### src/rtl/cr16_run_ctrl_pkg.sv
// cr16_run_ctrl_pkg
// Shared types for the CR16 run/debug sequencer.
//   run_state_t   : 2-bit sequencer state, encoded as reported on O_STATE.
//   halt_cause_t  : 3-bit halt reason, encoded as reported on O_HALT_CAUSE.
//   CYCLE_COUNT_WIDTH : width of the enabled-cycle counter output.
package cr16_run_ctrl_pkg;

  localparam int CYCLE_COUNT_WIDTH = 32;

  typedef enum logic [1:0] {
    ST_RESET = 2'd0,
    ST_HALT  = 2'd1,
    ST_RUN   = 2'd2,
    ST_STEP  = 2'd3
  } run_state_t;

  typedef enum logic [2:0] {
    CAUSE_NONE         = 3'd0,
    CAUSE_USER         = 3'd1,
    CAUSE_BREAK        = 3'd2,
    CAUSE_MAX_PC       = 3'd3,
    CAUSE_STEP_DONE    = 3'd4,
    CAUSE_STEP_TIMEOUT = 3'd5
  } halt_cause_t;

endpackage

### src/rtl/cr16_run_ctrl_edge_detect.sv
// cr16_run_ctrl_edge_detect
// Rising-edge detector for a level button/request input.
// Ports:
//   I_CLK   : clock, posedge
//   I_RESET : synchronous active-high reset; history is forced to 1 so a
//             level held through reset does not look like a fresh edge
//   I_SIG   : level input
//   O_RISE  : high in the cycle I_SIG is 1 while it was 0 the cycle before
module cr16_run_ctrl_edge_detect (
  input  logic I_CLK,
  input  logic I_RESET,
  input  logic I_SIG,
  output logic O_RISE
);

  logic sig_hist;

  // One cycle of history; presetting it to 1 swallows held buttons.
  always_ff @(posedge I_CLK) begin
    if (I_RESET) begin
      sig_hist <= 1'b1;
    end else begin
      sig_hist <= I_SIG;
    end
  end

  assign O_RISE = I_SIG & ~sig_hist;

endmodule

### src/rtl/cr16_run_ctrl.sv
// cr16_run_ctrl
// Run/debug sequencer driving the CR16 core enable and reset: reset hold,
// free-run, single-step, PC breakpoint, max-PC limit, halt-cause reporting
// and an enabled-cycle counter.
// Ports:
//   I_CLK, I_RESET           : clock and synchronous active-high reset
//   I_RUN, I_STEP            : run / single-step requests (edge detected)
//   I_HALT                   : level halt request
//   I_BREAK_EN, I_BREAK_PC   : breakpoint enable and address
//   I_MAX_PC                 : halt when I_PC >= this (unsigned)
//   I_PC                     : current core PC
//   O_CR16_ENABLE            : core clock-enable (combinational)
//   O_CR16_NRESET            : core reset, active low (registered)
//   O_STATE, O_HALT_CAUSE    : sequencer state and last halt reason
//   O_CYCLE_COUNT            : saturating count of enabled cycles
// Build option: define CR16_RUN_CTRL_CYCLE_COUNT_EN to implement the cycle
// counter; otherwise O_CYCLE_COUNT is tied to zero and no flops are built.
module cr16_run_ctrl
  import cr16_run_ctrl_pkg::*;
#(
  parameter int P_PC_WIDTH     = 16,
  parameter int P_RESET_CYCLES = 4,
  parameter int P_AUTO_RUN     = 1,
  parameter int P_STEP_TIMEOUT = 8
) (
  input  logic                         I_CLK,
  input  logic                         I_RESET,
  input  logic                         I_RUN,
  input  logic                         I_STEP,
  input  logic                         I_HALT,
  input  logic                         I_BREAK_EN,
  input  logic [P_PC_WIDTH-1:0]        I_BREAK_PC,
  input  logic [P_PC_WIDTH-1:0]        I_MAX_PC,
  input  logic [P_PC_WIDTH-1:0]        I_PC,
  output logic                         O_CR16_ENABLE,
  output logic                         O_CR16_NRESET,
  output logic [1:0]                   O_STATE,
  output logic [2:0]                   O_HALT_CAUSE,
  output logic [CYCLE_COUNT_WIDTH-1:0] O_CYCLE_COUNT
);

  localparam int HOLD_W = (P_RESET_CYCLES > 1) ? $clog2(P_RESET_CYCLES) : 1;
  localparam int STEP_W = $clog2(P_STEP_TIMEOUT + 1);
  localparam logic [HOLD_W-1:0] HOLD_LAST = HOLD_W'(P_RESET_CYCLES - 1);
  localparam logic [STEP_W-1:0] STEP_LAST = STEP_W'(P_STEP_TIMEOUT);

  run_state_t              state_q, state_d;
  halt_cause_t             cause_q, cause_d;
  logic                    nreset_q, nreset_d;
  logic [HOLD_W-1:0]       hold_cnt_q, hold_cnt_d;
  logic [STEP_W-1:0]       step_cnt_q, step_cnt_d;
  logic [P_PC_WIDTH-1:0]   step_pc_q, step_pc_d;
  logic                    skip_q, skip_d;
  logic                    enable;
  logic                    run_rise, step_rise;
  logic                    pc_at_break, pc_at_limit, bp_hit;

  cr16_run_ctrl_edge_detect u_run_edge (
    .I_CLK   (I_CLK),
    .I_RESET (I_RESET),
    .I_SIG   (I_RUN),
    .O_RISE  (run_rise)
  );

  cr16_run_ctrl_edge_detect u_step_edge (
    .I_CLK   (I_CLK),
    .I_RESET (I_RESET),
    .I_SIG   (I_STEP),
    .O_RISE  (step_rise)
  );

  assign pc_at_break = (I_PC == I_BREAK_PC);
  assign pc_at_limit = (I_PC >= I_MAX_PC);
  // skip lets a resumed run execute past the breakpoint it stopped on.
  assign bp_hit      = I_BREAK_EN & pc_at_break & ~skip_q;

  // Next-state and core-enable decode. The core is only enabled in the
  // branch where no stop condition applies, so it never executes a cycle
  // at a PC that halts the sequencer.
  always_comb begin
    state_d    = state_q;
    cause_d    = cause_q;
    nreset_d   = nreset_q;
    hold_cnt_d = hold_cnt_q;
    step_cnt_d = step_cnt_q;
    step_pc_d  = step_pc_q;
    skip_d     = skip_q & pc_at_break;
    enable     = 1'b0;
    case (state_q)
      ST_RESET: begin
        if (hold_cnt_q == HOLD_LAST) begin
          nreset_d = 1'b1;
          state_d  = (P_AUTO_RUN != 0) ? ST_RUN : ST_HALT;
        end else begin
          hold_cnt_d = hold_cnt_q + 1'b1;
        end
      end
      ST_HALT: begin
        if (step_rise || (run_rise && !I_HALT)) begin
          state_d    = step_rise ? ST_STEP : ST_RUN;
          step_pc_d  = I_PC;
          step_cnt_d = '0;
          skip_d     = I_BREAK_EN & pc_at_break;
          cause_d    = CAUSE_NONE;
        end
      end
      ST_RUN: begin
        if (I_HALT) begin
          state_d = ST_HALT;
          cause_d = CAUSE_USER;
        end else if (bp_hit) begin
          state_d = ST_HALT;
          cause_d = CAUSE_BREAK;
        end else if (pc_at_limit) begin
          state_d = ST_HALT;
          cause_d = CAUSE_MAX_PC;
        end else begin
          enable = 1'b1;
        end
      end
      ST_STEP: begin
        if (I_HALT) begin
          state_d = ST_HALT;
          cause_d = CAUSE_USER;
        end else if (pc_at_limit) begin
          state_d = ST_HALT;
          cause_d = CAUSE_MAX_PC;
        end else if (I_PC != step_pc_q) begin
          state_d = ST_HALT;
          cause_d = CAUSE_STEP_DONE;
        end else if (step_cnt_q == STEP_LAST) begin
          state_d = ST_HALT;
          cause_d = CAUSE_STEP_TIMEOUT;
        end else begin
          enable     = 1'b1;
          step_cnt_d = step_cnt_q + 1'b1;
        end
      end
      default: begin
        state_d = ST_RESET;
      end
    endcase
  end

  // Sequencer registers; reset overrides any run or step in progress.
  always_ff @(posedge I_CLK) begin
    if (I_RESET) begin
      state_q    <= ST_RESET;
      cause_q    <= CAUSE_NONE;
      nreset_q   <= 1'b0;
      hold_cnt_q <= '0;
      step_cnt_q <= '0;
      step_pc_q  <= '0;
      skip_q     <= 1'b0;
    end else begin
      state_q    <= state_d;
      cause_q    <= cause_d;
      nreset_q   <= nreset_d;
      hold_cnt_q <= hold_cnt_d;
      step_cnt_q <= step_cnt_d;
      step_pc_q  <= step_pc_d;
      skip_q     <= skip_d;
    end
  end

  // The core must not run in the cycle reset is asserted, whatever state.
  assign O_CR16_ENABLE = enable & ~I_RESET;
  assign O_CR16_NRESET = nreset_q;
  assign O_STATE       = state_q;
  assign O_HALT_CAUSE  = cause_q;

`ifdef CR16_RUN_CTRL_CYCLE_COUNT_EN
  logic [CYCLE_COUNT_WIDTH-1:0] cycle_count_q;

  // Saturating count of enabled core cycles, cleared only by reset.
  always_ff @(posedge I_CLK) begin
    if (I_RESET) begin
      cycle_count_q <= '0;
    end else if (O_CR16_ENABLE && (cycle_count_q != '1)) begin
      cycle_count_q <= cycle_count_q + 1'b1;
    end
  end

  assign O_CYCLE_COUNT = cycle_count_q;
`else
  assign O_CYCLE_COUNT = '0;
`endif

endmodule
### config.mk
export PLATFORM = sky130hd
export DESIGN_NAME = cr16_run_ctrl
export DESIGN_NICKNAME = d
export VERILOG_FILES = /design/src/rtl/cr16_run_ctrl_pkg.sv /design/src/rtl/cr16_run_ctrl_edge_detect.sv /design/src/rtl/cr16_run_ctrl.sv
export SDC_FILE = /design/constraint.sdc
export NUM_CORES = 1
export LEC_CHECK = 0
export BUFFER_PORTS_ARGS = -buffer_cell sky130_fd_sc_hd__clkbuf_2
export CORE_UTILIZATION = 30
export CTS_CLUSTER_SIZE = 8
export DETAILED_ROUTE_END_ITERATION = 10
export GPL_TIMING_DRIVEN = 0
export PLACE_DENSITY_LB_ADDON = 0.25
export SYNTH_ARGS = -nofsm -noshare
export SYNTH_HDL_FRONTEND = slang
export SYNTH_SLANG_ARGS = --single-unit
### constraint.sdc
create_clock -name I_CLK -period 5.2 [get_ports I_CLK]
set_input_delay 1.56 -clock I_CLK [delete_from_list [all_inputs] [get_ports I_CLK]]
set_output_delay 1.56 -clock I_CLK [all_outputs]
set_load 0.05 [all_outputs]
# Word-level counts from Yosys, hierarchy flattened
# Cells that the tools add are included.
[totals] ff_bits=31 in_bits=54 output_inout_bits=39 word_cells=86
[classes] addsub=2 n_lt_le_gt_ge=1 n_eq_ne=15 mux=36 n_bitwise=11 n_reduce_logical=12
[ops] op="$mux W3" n=8
[ops] op="$mux W4" n=5
[ops] op="$mux W2" n=9
[ops] op="$eq A16 B16 Y1" n=1
[ops] op="$ge A16 B16 Y1" n=1
[ops] op="$ne A16 B16 Y1" n=1
[ops] op="$ne A2 B2 Y1 const B" n=6
[ops] op="$mux W1" n=10
[ops] op="$pmux W3 S3" n=1
[ops] op="$pmux W2 S4" n=1
[ops] op="$pmux W4 S2" n=1
[ops] op="$reduce_and A4 Y1" n=2
[ops] op="$and A1 B1 Y1" n=6
[ops] op="$eq A2 B2 Y1 const B" n=3
[ops] op="$reduce_and A2 Y1" n=3
[ops] op="$reduce_and A6 Y1" n=1
[ops] op="$ne A5 B5 Y1 const B" n=1
[ops] op="$not A1 Y1" n=5
[ops] op="$add A4 B1 Y4 const B" n=1
[ops] op="$eq A4 B4 Y1 const B" n=1
[ops] op="$ne A4 B4 Y1 const B" n=1
[ops] op="$reduce_bool A3 Y1" n=1
[ops] op="$add A2 B1 Y2 const B" n=1
[ops] op="$eq A2 B1 Y1 const B" n=1
[ops] op="other kinds (6)" n=6

# Depth between registers and ports, before layout
# Gate-level depths: netlist of run 1.
[logic_depth] depth_word=7 mapped_depth=9 ltp_nobuf=9

# Hierarchy
# A second synthesis of run 1 with hierarchy kept.
[hier_totals] hier_cells=274 area_unflattened_um2=2352.3
[modules_own_cells] module="cr16_run_ctrl" instances=1 cells_each=268 area_each_um2=2287.2
[modules_own_cells] module="cr16_run_ctrl_edge_detect" instances=2 cells_each=3 area_each_um2=32.5

# Least setup slack after synthesis of run 1
# OpenSTA, ideal clock, no wires.
[synth_path] path_kind="input port to output port" startpoint="in I_MAX_PC[2]" endpoint="out O_CR16_ENABLE" arrival_ns=3.361 required_ns=3.640 setup_slack_ns=0.279 path_stages=8 path_buffers=0 cell_sequence="inv_1 -> ha_1 -> a211o_1 -> a31oi_1 -> o21ai_1 -> a211o_4 -> a21oi_2 -> and2_1"
[synth_between] elab_chain_len=6
[synth_rtl] item="from (decl)" line_no="cr16_run_ctrl.sv:33" source="input logic [P_PC_WIDTH-1:0] I_MAX_PC,"
[synth_rtl] item="$ge A16 B16 Y1 (*)" line_no="cr16_run_ctrl.sv:73" source="assign pc_at_limit = (I_PC >= I_MAX_PC);"
[synth_rtl] item="$mux W1" line_no="cr16_run_ctrl.sv:114" source="end else if (pc_at_limit) begin"
[synth_rtl] item="$mux W1" line_no="cr16_run_ctrl.sv:111" source="end else if (bp_hit) begin"
[synth_rtl] item="$mux W1" line_no="cr16_run_ctrl.sv:108" source="if (I_HALT) begin"
[synth_rtl] item="$pmux W1 S2 (*)" line_no="cr16_run_ctrl.sv:89" source="case (state_q)"
[synth_rtl] item="$and A1 B1 Y1 (*)" line_no="cr16_run_ctrl.sv:167" source="assign O_CR16_ENABLE = enable & ~I_RESET;"
[synth_rtl] item="to (decl)" line_no="cr16_run_ctrl.sv:35" source="output logic O_CR16_ENABLE,"
# Every way passes the cells marked *; elsewhere a longest branch is shown, timed or not.

# Worst setup path in the final report of run 1
[layout_path] startpoint="in I_PC[2]" endpoint="out O_CR16_ENABLE"
[layout_between] elab_chain_len=7
[layout_rtl] item="from (decl)" line_no="cr16_run_ctrl.sv:34" source="input logic [P_PC_WIDTH-1:0] I_PC,"
[layout_rtl] item="branches (longest 5 deep; another with $ge A16 B16 Y1)"
[layout_rtl] item="$pmux W1 S2 (*)" line_no="cr16_run_ctrl.sv:89"
[layout_rtl] item="$and A1 B1 Y1 (*)" line_no="cr16_run_ctrl.sv:167"
# Mark *: on every way between the ends.

==> results of run 1 <==
## cells by family after synthesis
logic type	share of synthesized area, %
adders and majority gates	10.5
DFF	27.4
xor gates and xnor gates	12.8
buffers and inverters	15.7
other	0.166
muxes	2.21
and+or+nand+nor	18.3
AOI/OAI and AO/OA	12.9
## registers in the layout (all words and copies together), names as in the netlist, 2 cells and up
register and cells:
O_STATE 2, hold_cnt_q 2, O_HALT_CAUSE 3, step_cnt_q 4, step_pc_q 16
## how the worst max path moves through the flow
stage	from	endpoint	slack, ns
6_report	I_PC[2]	O_CR16_ENABLE	0.13
5_1_grt	I_PC[7]	O_CR16_ENABLE	0.006
4_1_cts	I_PC[2]	O_CR16_ENABLE	0.02
3_5_place_dp	I_PC[2]	O_CR16_ENABLE	0.02
3_3_place_gp	I_PC[2]	O_CR16_ENABLE	0.01
2_1_floorplan	I_MAX_PC[2]	O_CR16_ENABLE	0.28
## metal layers
metal | part of all wire (%) | wire length, µm | track usage [%] | vias up
met5 | 0 | 0 | 0 | -
met4 | 1.4 | 72 | 4.84 | 0
met3 | 4.4 | 226 | 3.08 | 5
met2 | 48 | 2500 | 23.4 | 53
li1 | - | - | - | 1078
met1 | 46 | 2380 | 16.7 | 910
## area by class of cell
type | count | area [µm²] | share of cell area (%)
clock inverters | 2 | 12.5 | 0.432
plain buffers | 39 | 268 | 9.24
clock buffers | 6 | 72.6 | 2.51
inverters | 23 | 86.3 | 2.98
flip-flops and latches | 31 | 621 | 21.4
well taps | 99 | 124 | 4.28
multi-input cells | 220 | 1410 | 48.7
repair buffers | 60 | 303 | 10.5
## power by group through the flow
stage	combinational (W)	clock, W	sequential (W)
3_3_place_gp	0.000230	0	0.000268
4_1_cts	0.000233	0.000195	0.000263
6_report	0.000233	0.000187	0.000263
3_5_place_dp	0.000232	0	0.000269
5_1_grt	0.000255	0.000205	0.000265
2_1_floorplan	0.000161	0	0.000283
## metrics by stage
step	hold slack, ns	setup WS, ns	std cells	instance area (µm²)
2_1_floorplan	0.440	0.279	313	2380
3_3_place_gp	0.448	0.0112	472	2800
3_5_place_dp	0.459	0.0203	472	2800
4_1_cts	0.469	0.0203	480	2890
5_1_grt	0.484	0.00618	480	2900
6_report	0.465	0.125	480	2900
## worst register-to-register path: stages, from the launching register on
cell and delay [ns]:
dfxtp_1 0.32, xnor2_1 0.16, nand4_1 0.13, nor4_1 0.47, nand4_1 0.30, o21ai_2 0.32, nor2_1 0.11, a211o_1 0.30
## cells in the final DEF, fill, tap and decap left out, types with 16 or more instances in the layout
| master | instances |
|---|---|
| inv_1 | 23 |
| xor2_1 | 16 |
| a21oi_1 | 22 |
| nand2_1 | 39 |
| buf_4 | 32 |
| clkbuf_2 | 59 |
| ha_1 | 19 |
| xnor2_1 | 17 |
| dfxtp_1 | 31 |
| conb_1 | 32 |
==> impl_results.md, run 1 <==
* Status: finished, final reports clean
* Worst r2r src: step_pc_q[11]
* R2R Path End: step_cnt_q[2]
* Yosys warnings at 0
* Worst Setup End Kind: primary output
* Final ANT Viol Nets at 0
* Clock power share at 27.4%
* Synth cell count leaders: nand2_1, buf_4, dfxtp_1
* RSZ-0062 raised after global routing: false
* Detail Placement HPWL at 4280 µm
* Setup violations, final at 0
* Sequential share of power at between 30% and 40%
* Top cell type's share of synthesized area at 27.4%
* Core ar. at 7250 µm²
* Fill cells at 781
* Reg2reg setup slack at 2.99 ns
* Cells on Worst Hold Path at 2
* Sw frac at 36.9%
* EDFF count, synth at 0
* Peak supply drop at 0.0868 mV
* Total net switching power at approximately 0.00025 W
* Site Rows at 31
* Vias in the first global route at about 1,800
* Die H at 88.8 µm
* Worst Path Arrival at 3.51 ns
* Die area at 7890 µm²
* R2R cell count at 7
* Layout area overhead at 28.1%
* CP max FO at 7
* Setup tns final at 0 ns
* Io pins at 93
* Post-CTS sizing at 0
* Worst skew pair latency at 0.29 ns
* Synth area leader: dfxtp_1
* Drt drc at 0
* Ys flop type: dfxtp_1
* Final wirelength at ~5200 µm
* DR WL/cell at 10.8 µm
* Overflow after GRT at 0
* Crit-path max cell delay at about 0.41 ns
* Slew HR at 67.0%
* Clock skew at 0.00676 ns
* Number of clock sinks at 31
* Critical path launch point type: input port
* Top area cells in the synthesized netlist: dfxtp_1, buf_4, ha_1
* Most common cell in the synthesized netlist: nand2_1
* Worst Max-Slew Pin Slew at between 0.4 and 0.5 ns
* Clock tree buffer depth at 2
* #FFs+latches synth at 31
* Pre-Repair DR Iteration Count at 4
* Worst hold path type: register to register
* Wire length of the first global-routing pass at 8070 µm
* Die width at 88.8 µm
* Via Count at between 2,000 and 2,500
* Drt via density at 4.26
* Synth unique cells at 41
* CP cell instances: clkbuf_2 -> ha_1 -> a211o_1 -> a31oi_1 -> o21ai_1 -> a211o_4 -> a21oi_4 -> and2_1 -> clkbuf_4
* Initial drt markers at 55
* Clock transition at path regs at 0.06 ns
* Share of post-route cells with drive strength above 1 at 27.8%
* ANT cells at 0
* Int Power at 0.000432 W
* CP Class: input port to primary output
* Layout Utilization at 39.9%
* CTS buffer count at 5
* Fin crit period at 5.07 ns
* Sequential fraction of the synthesis area at 27.4%
* Asr flop ratio synth at 0%
* Cell Pwr Density at 236 nW/µm²
* Tot Pwr at 0.000684 W
* Fin. Hold Viols at 0
* Nets@finish at 453
* Syn_area_per_cell at 8.02 µm²
* Routability Congestion at between 0.7 and 0.8
* Final Max Slew Viols at 0
* Critical path's top delay family: compound AO/OA/AOI/OAI gates
* Hold bufs inserted after CTS at 0
* Hold_sp: O_HALT_CAUSE[2]
* Slowest library cell on the worst path: a211o_4
* H-tree levels at 2
* Combinational share of power at 34.1%
* Cell leakage power at between 1 and 1.5 nW
* Tot GR Track Use at a little over an eighth
* Buf/Inv on CP at 2
* WHS Endpoint: O_HALT_CAUSE[2]
* Cell depth of the worst setup path at 9
* Largest net degree at the start of global routing at 11
* Cell area after synthesis at 2260 µm²
* Root Buffer Master: clkbuf_8
* Tcrit/Tclk final at 97.6%
* Initial antenna violation count at 0
* Setup Fix Bufs, Post-CTS at 0
* Mapped Cells at approximately 280
* PortBufs at 60
* Fmax at 0.197 GHz
* CP required at between 3 and 4 ns
* Initial Utilization at a little under a third
* Max-cap violations at 0
* CTS tree: yes
Power figures use the tool's default switching activity.
==> inputs of run 2 (changes only) <==
--- a/config.mk
+++ b/config.mk
@@ -6,10 +6,11 @@
 export NUM_CORES = 1
 export LEC_CHECK = 0
 export BUFFER_PORTS_ARGS = -buffer_cell sky130_fd_sc_hd__clkbuf_2
-export CORE_UTILIZATION = 30
+export CORE_UTILIZATION = 49
 export CTS_CLUSTER_SIZE = 8
 export DETAILED_ROUTE_END_ITERATION = 10
 export GPL_TIMING_DRIVEN = 0
+export MAX_ROUTING_LAYER = met4
 export PLACE_DENSITY_LB_ADDON = 0.25
 export SYNTH_ARGS = -nofsm -noshare
 export SYNTH_HDL_FRONTEND = slang
==> constraint.sdc (replaced) <==
create_clock -name I_CLK -period 5.5 [get_ports I_CLK]
set_input_delay 1.65 -clock I_CLK [delete_from_list [all_inputs] [get_ports I_CLK]]
set_output_delay 1.65 -clock I_CLK [all_outputs]
set_load 0.05 [all_outputs]
==> impl_results.md, run 2 (synthesis gave the netlist of run 1 again) <==
* Largest net degree at the start of global routing at 11 (unchanged)
* Largest register FFs at 16 (unchanged)
* DR WL/cell at 10.9 µm (was 10.8 µm)
* CP required at 3.85 ns (was 3.64 ns)
* Clock transition at path regs at 0.06 ns (about the same)
* Tot Pwr at 0.000663 W (was 0.000684 W)
* PortBufs at 60 (unchanged)
* Final ANT Viol Nets at 0 (unchanged)
* Critical path's top delay family: compound AO/OA/AOI/OAI gates (unchanged)
* Initial Utilization at 51.6% (was 31.2%)
* Tot GR Track Use at 20.8% (was 13.6%)
* H-tree levels at 2 (unchanged)
* Fmax at 0.186 GHz
* Clock skew at 0.00561 ns (was 0.00676 ns)
* Die width at 69.9 µm (was 88.8 µm)
* Cell leakage power at 1.39 nW (was 1.38 nW)
* Cell Pwr Density at 233 nW/µm² (was 236 nW/µm²)
* Share of post-route cells with drive strength above 1 at 27.8% (unchanged)
* CP Class: input port to primary output (unchanged)
* Worst r2r src: step_pc_q[9] (was step_pc_q[11])
* Vias in the first global route at 1,831 (was 1,778)
* Setup violations, final at 0 (unchanged)
* ANT cells at 0 (unchanged)
* Slowest library cell on the worst path: a211o_4 (unchanged)
* Die H at 69.9 µm (was 88.8 µm)
* Initial drt markers at 119 (was 55)
* R2R cell count at 7 (unchanged)
* Peak supply drop at 0.184 mV (was 0.0868 mV)
* CP cell instances: clkbuf_2 -> ha_1 -> a211o_1 -> a31oi_1 -> o21ai_1 -> a211o_4 -> a21oi_2 -> and2_1 -> buf_2 (was clkbuf_2 -> ha_1 -> a211o_1 -> a31oi_1 -> o21ai_1 -> a211o_4 -> a21oi_4 -> and2_1 -> clkbuf_4)
* Setup tns final at 0 ns (unchanged)
* Number of clock sinks at 31 (unchanged)
* Final instance area at 2840 µm² (was 2900 µm²)
* Via Count at 2,046 (unchanged)
* Overflow after GRT at 0 (unchanged)
* Site Rows at 24 (was 31)
* Setup Fix Bufs, Post-CTS at 0 (unchanged)
* Die area at 4890 µm² (was 7890 µm²)
* Worst Setup End Kind: primary output (unchanged)
* Status: finished, final reports clean (unchanged)
* Nets@finish at 453 (unchanged)
* Max-cap violations at 0 (unchanged)
* Most frequent cells in the layout: clkbuf_2, nand2_1, buf_4, conb_1, dfxtp_1 (unchanged)
* Core ar. at 4380 µm² (was 7250 µm²)
* Worst hold path type: register to register (unchanged)
* Commonest non-fill, non-tap cell in the layout: clkbuf_2 (unchanged)
* CP max FO at 7 (unchanged)
* Fin. Hold Viols at 0 (unchanged)
* Reg2reg setup slack at 3.35 ns (was 2.99 ns)
* Initial antenna violation count at 0 (unchanged)
* Drt drc at 0 (unchanged)
* Cell depth of the worst setup path at 9 (unchanged)
* Clock tree buffer depth at 2 (unchanged)
* Largest Register: step_pc_q (unchanged)
* Detail Placement HPWL at 3940 µm (was 4280 µm)
* Crit-path max cell delay at 0.40 ns (was 0.41 ns)
* Worst skew pair latency at 0.29 ns (about the same)
* Layout area overhead at 25.7% (was 28.1%)
* Io pins at 93 (unchanged)
* WHS Endpoint: O_HALT_CAUSE[1] (was O_HALT_CAUSE[2])
* Final wirelength at 4730 µm (was 5180 µm)
* Final Max Slew Viols at 0 (unchanged)
* Placed instance area at 2740 µm² (was 2800 µm²)
* RSZ-0062 raised after global routing: false (unchanged)
* Pre-Repair DR Iteration Count at 4 (unchanged)
* Routability Congestion at 0.875 (was 0.792)
* CTS tree: yes (unchanged)
* Hold_sp: O_HALT_CAUSE[1] (was O_HALT_CAUSE[2])
* Wire length of the first global-routing pass at 7870 µm (was 8070 µm)
* Cells on Worst Hold Path at 2 (unchanged)
* Fin crit period at 5.37 ns
* Buf/Inv on CP at 2 (unchanged)
* Tcrit/Tclk final at 97.6%
* Critical path launch point type: input port (unchanged)
* Root Buffer Master: clkbuf_8 (unchanged)
* Worst Path Arrival at 3.72 ns (was 3.51 ns)
* R2R Path End: step_cnt_q[2] (unchanged)
* Drt via density at 4.73 (was 4.26)
* CTS buffer count at 5 (unchanged)
* Hold bufs inserted after CTS at 0 (unchanged)
-- run 2: power breakdown --
group | leakage [nW] | internal (W) | switching (W) | total (W)
Combinational | 1.09 | 0.0000806 | 0.000138 | 0.000219
Clock | 0.0515 | 0.000114 | 0.0000819 | 0.000196
Sequential | 0.251 | 0.000239 | 0.00000888 | 0.000248
Total | 1.39 | 0.000434 | 0.000229 | 0.000663
-- run 2: timing repair --
action	4_1_cts	5_1_grt
hold endpoints to repair	0	0
gates resized for setup	0	1
setup endpoints to repair	0	1
-- run 2: worst max path at each step --
stage                           start       endpoint  slack, ns
after floorplan           I_MAX_PC[2]  O_CR16_ENABLE       0.40
after global placement        I_PC[2]  O_CR16_ENABLE       0.16
after detailed placement      I_PC[2]  O_CR16_ENABLE       0.14
after CTS                     I_PC[2]  O_CR16_ENABLE       0.13
after global routing          I_PC[2]  O_CR16_ENABLE       0.01
final                         I_PC[2]  O_CR16_ENABLE       0.13
-- run 2: routing by layer --
layer	share of wire [%]	up-vias	routed length (µm)	track usage, %
li1	-	1088	-	-
met1	45	895	2150	24.9
met2	48	55	2280	33.9
met3	5.1	8	240	4.33
met4	1.4	0	66	9.11
met5	0	-	0	-
-- run 2: metrics by stage --
step	worst slack (ns)	hold slack, ns	util [%]	cells
floorplan	0.399	0.440	-	313
global placement	0.155	0.449	62.6	425
detailed placement	0.136	0.459	62.6	425
CTS	0.132	0.468	64.8	433
global route	0.0126	0.488	64.8	433
finish	0.131	0.461	64.8	433
-- run 2: worst min-delay path, stage by stage (launching register included) --
cell and delay (ns):
dfxtp_1 0.31, nand2_1 0.05, mux2i_1 0.05
-- run 2: cell type report --
cell class | count | area, µm²
Fill cell | 405 | 1540
Tap cell | 52 | 65.1
Buffer | 39 | 268
Timing Repair Buffer | 60 | 300
Clock buffer | 8 | 100
Inverter | 23 | 86.3
Sequential cell | 31 | 621
Multi-Input combinational cell | 220 | 1400
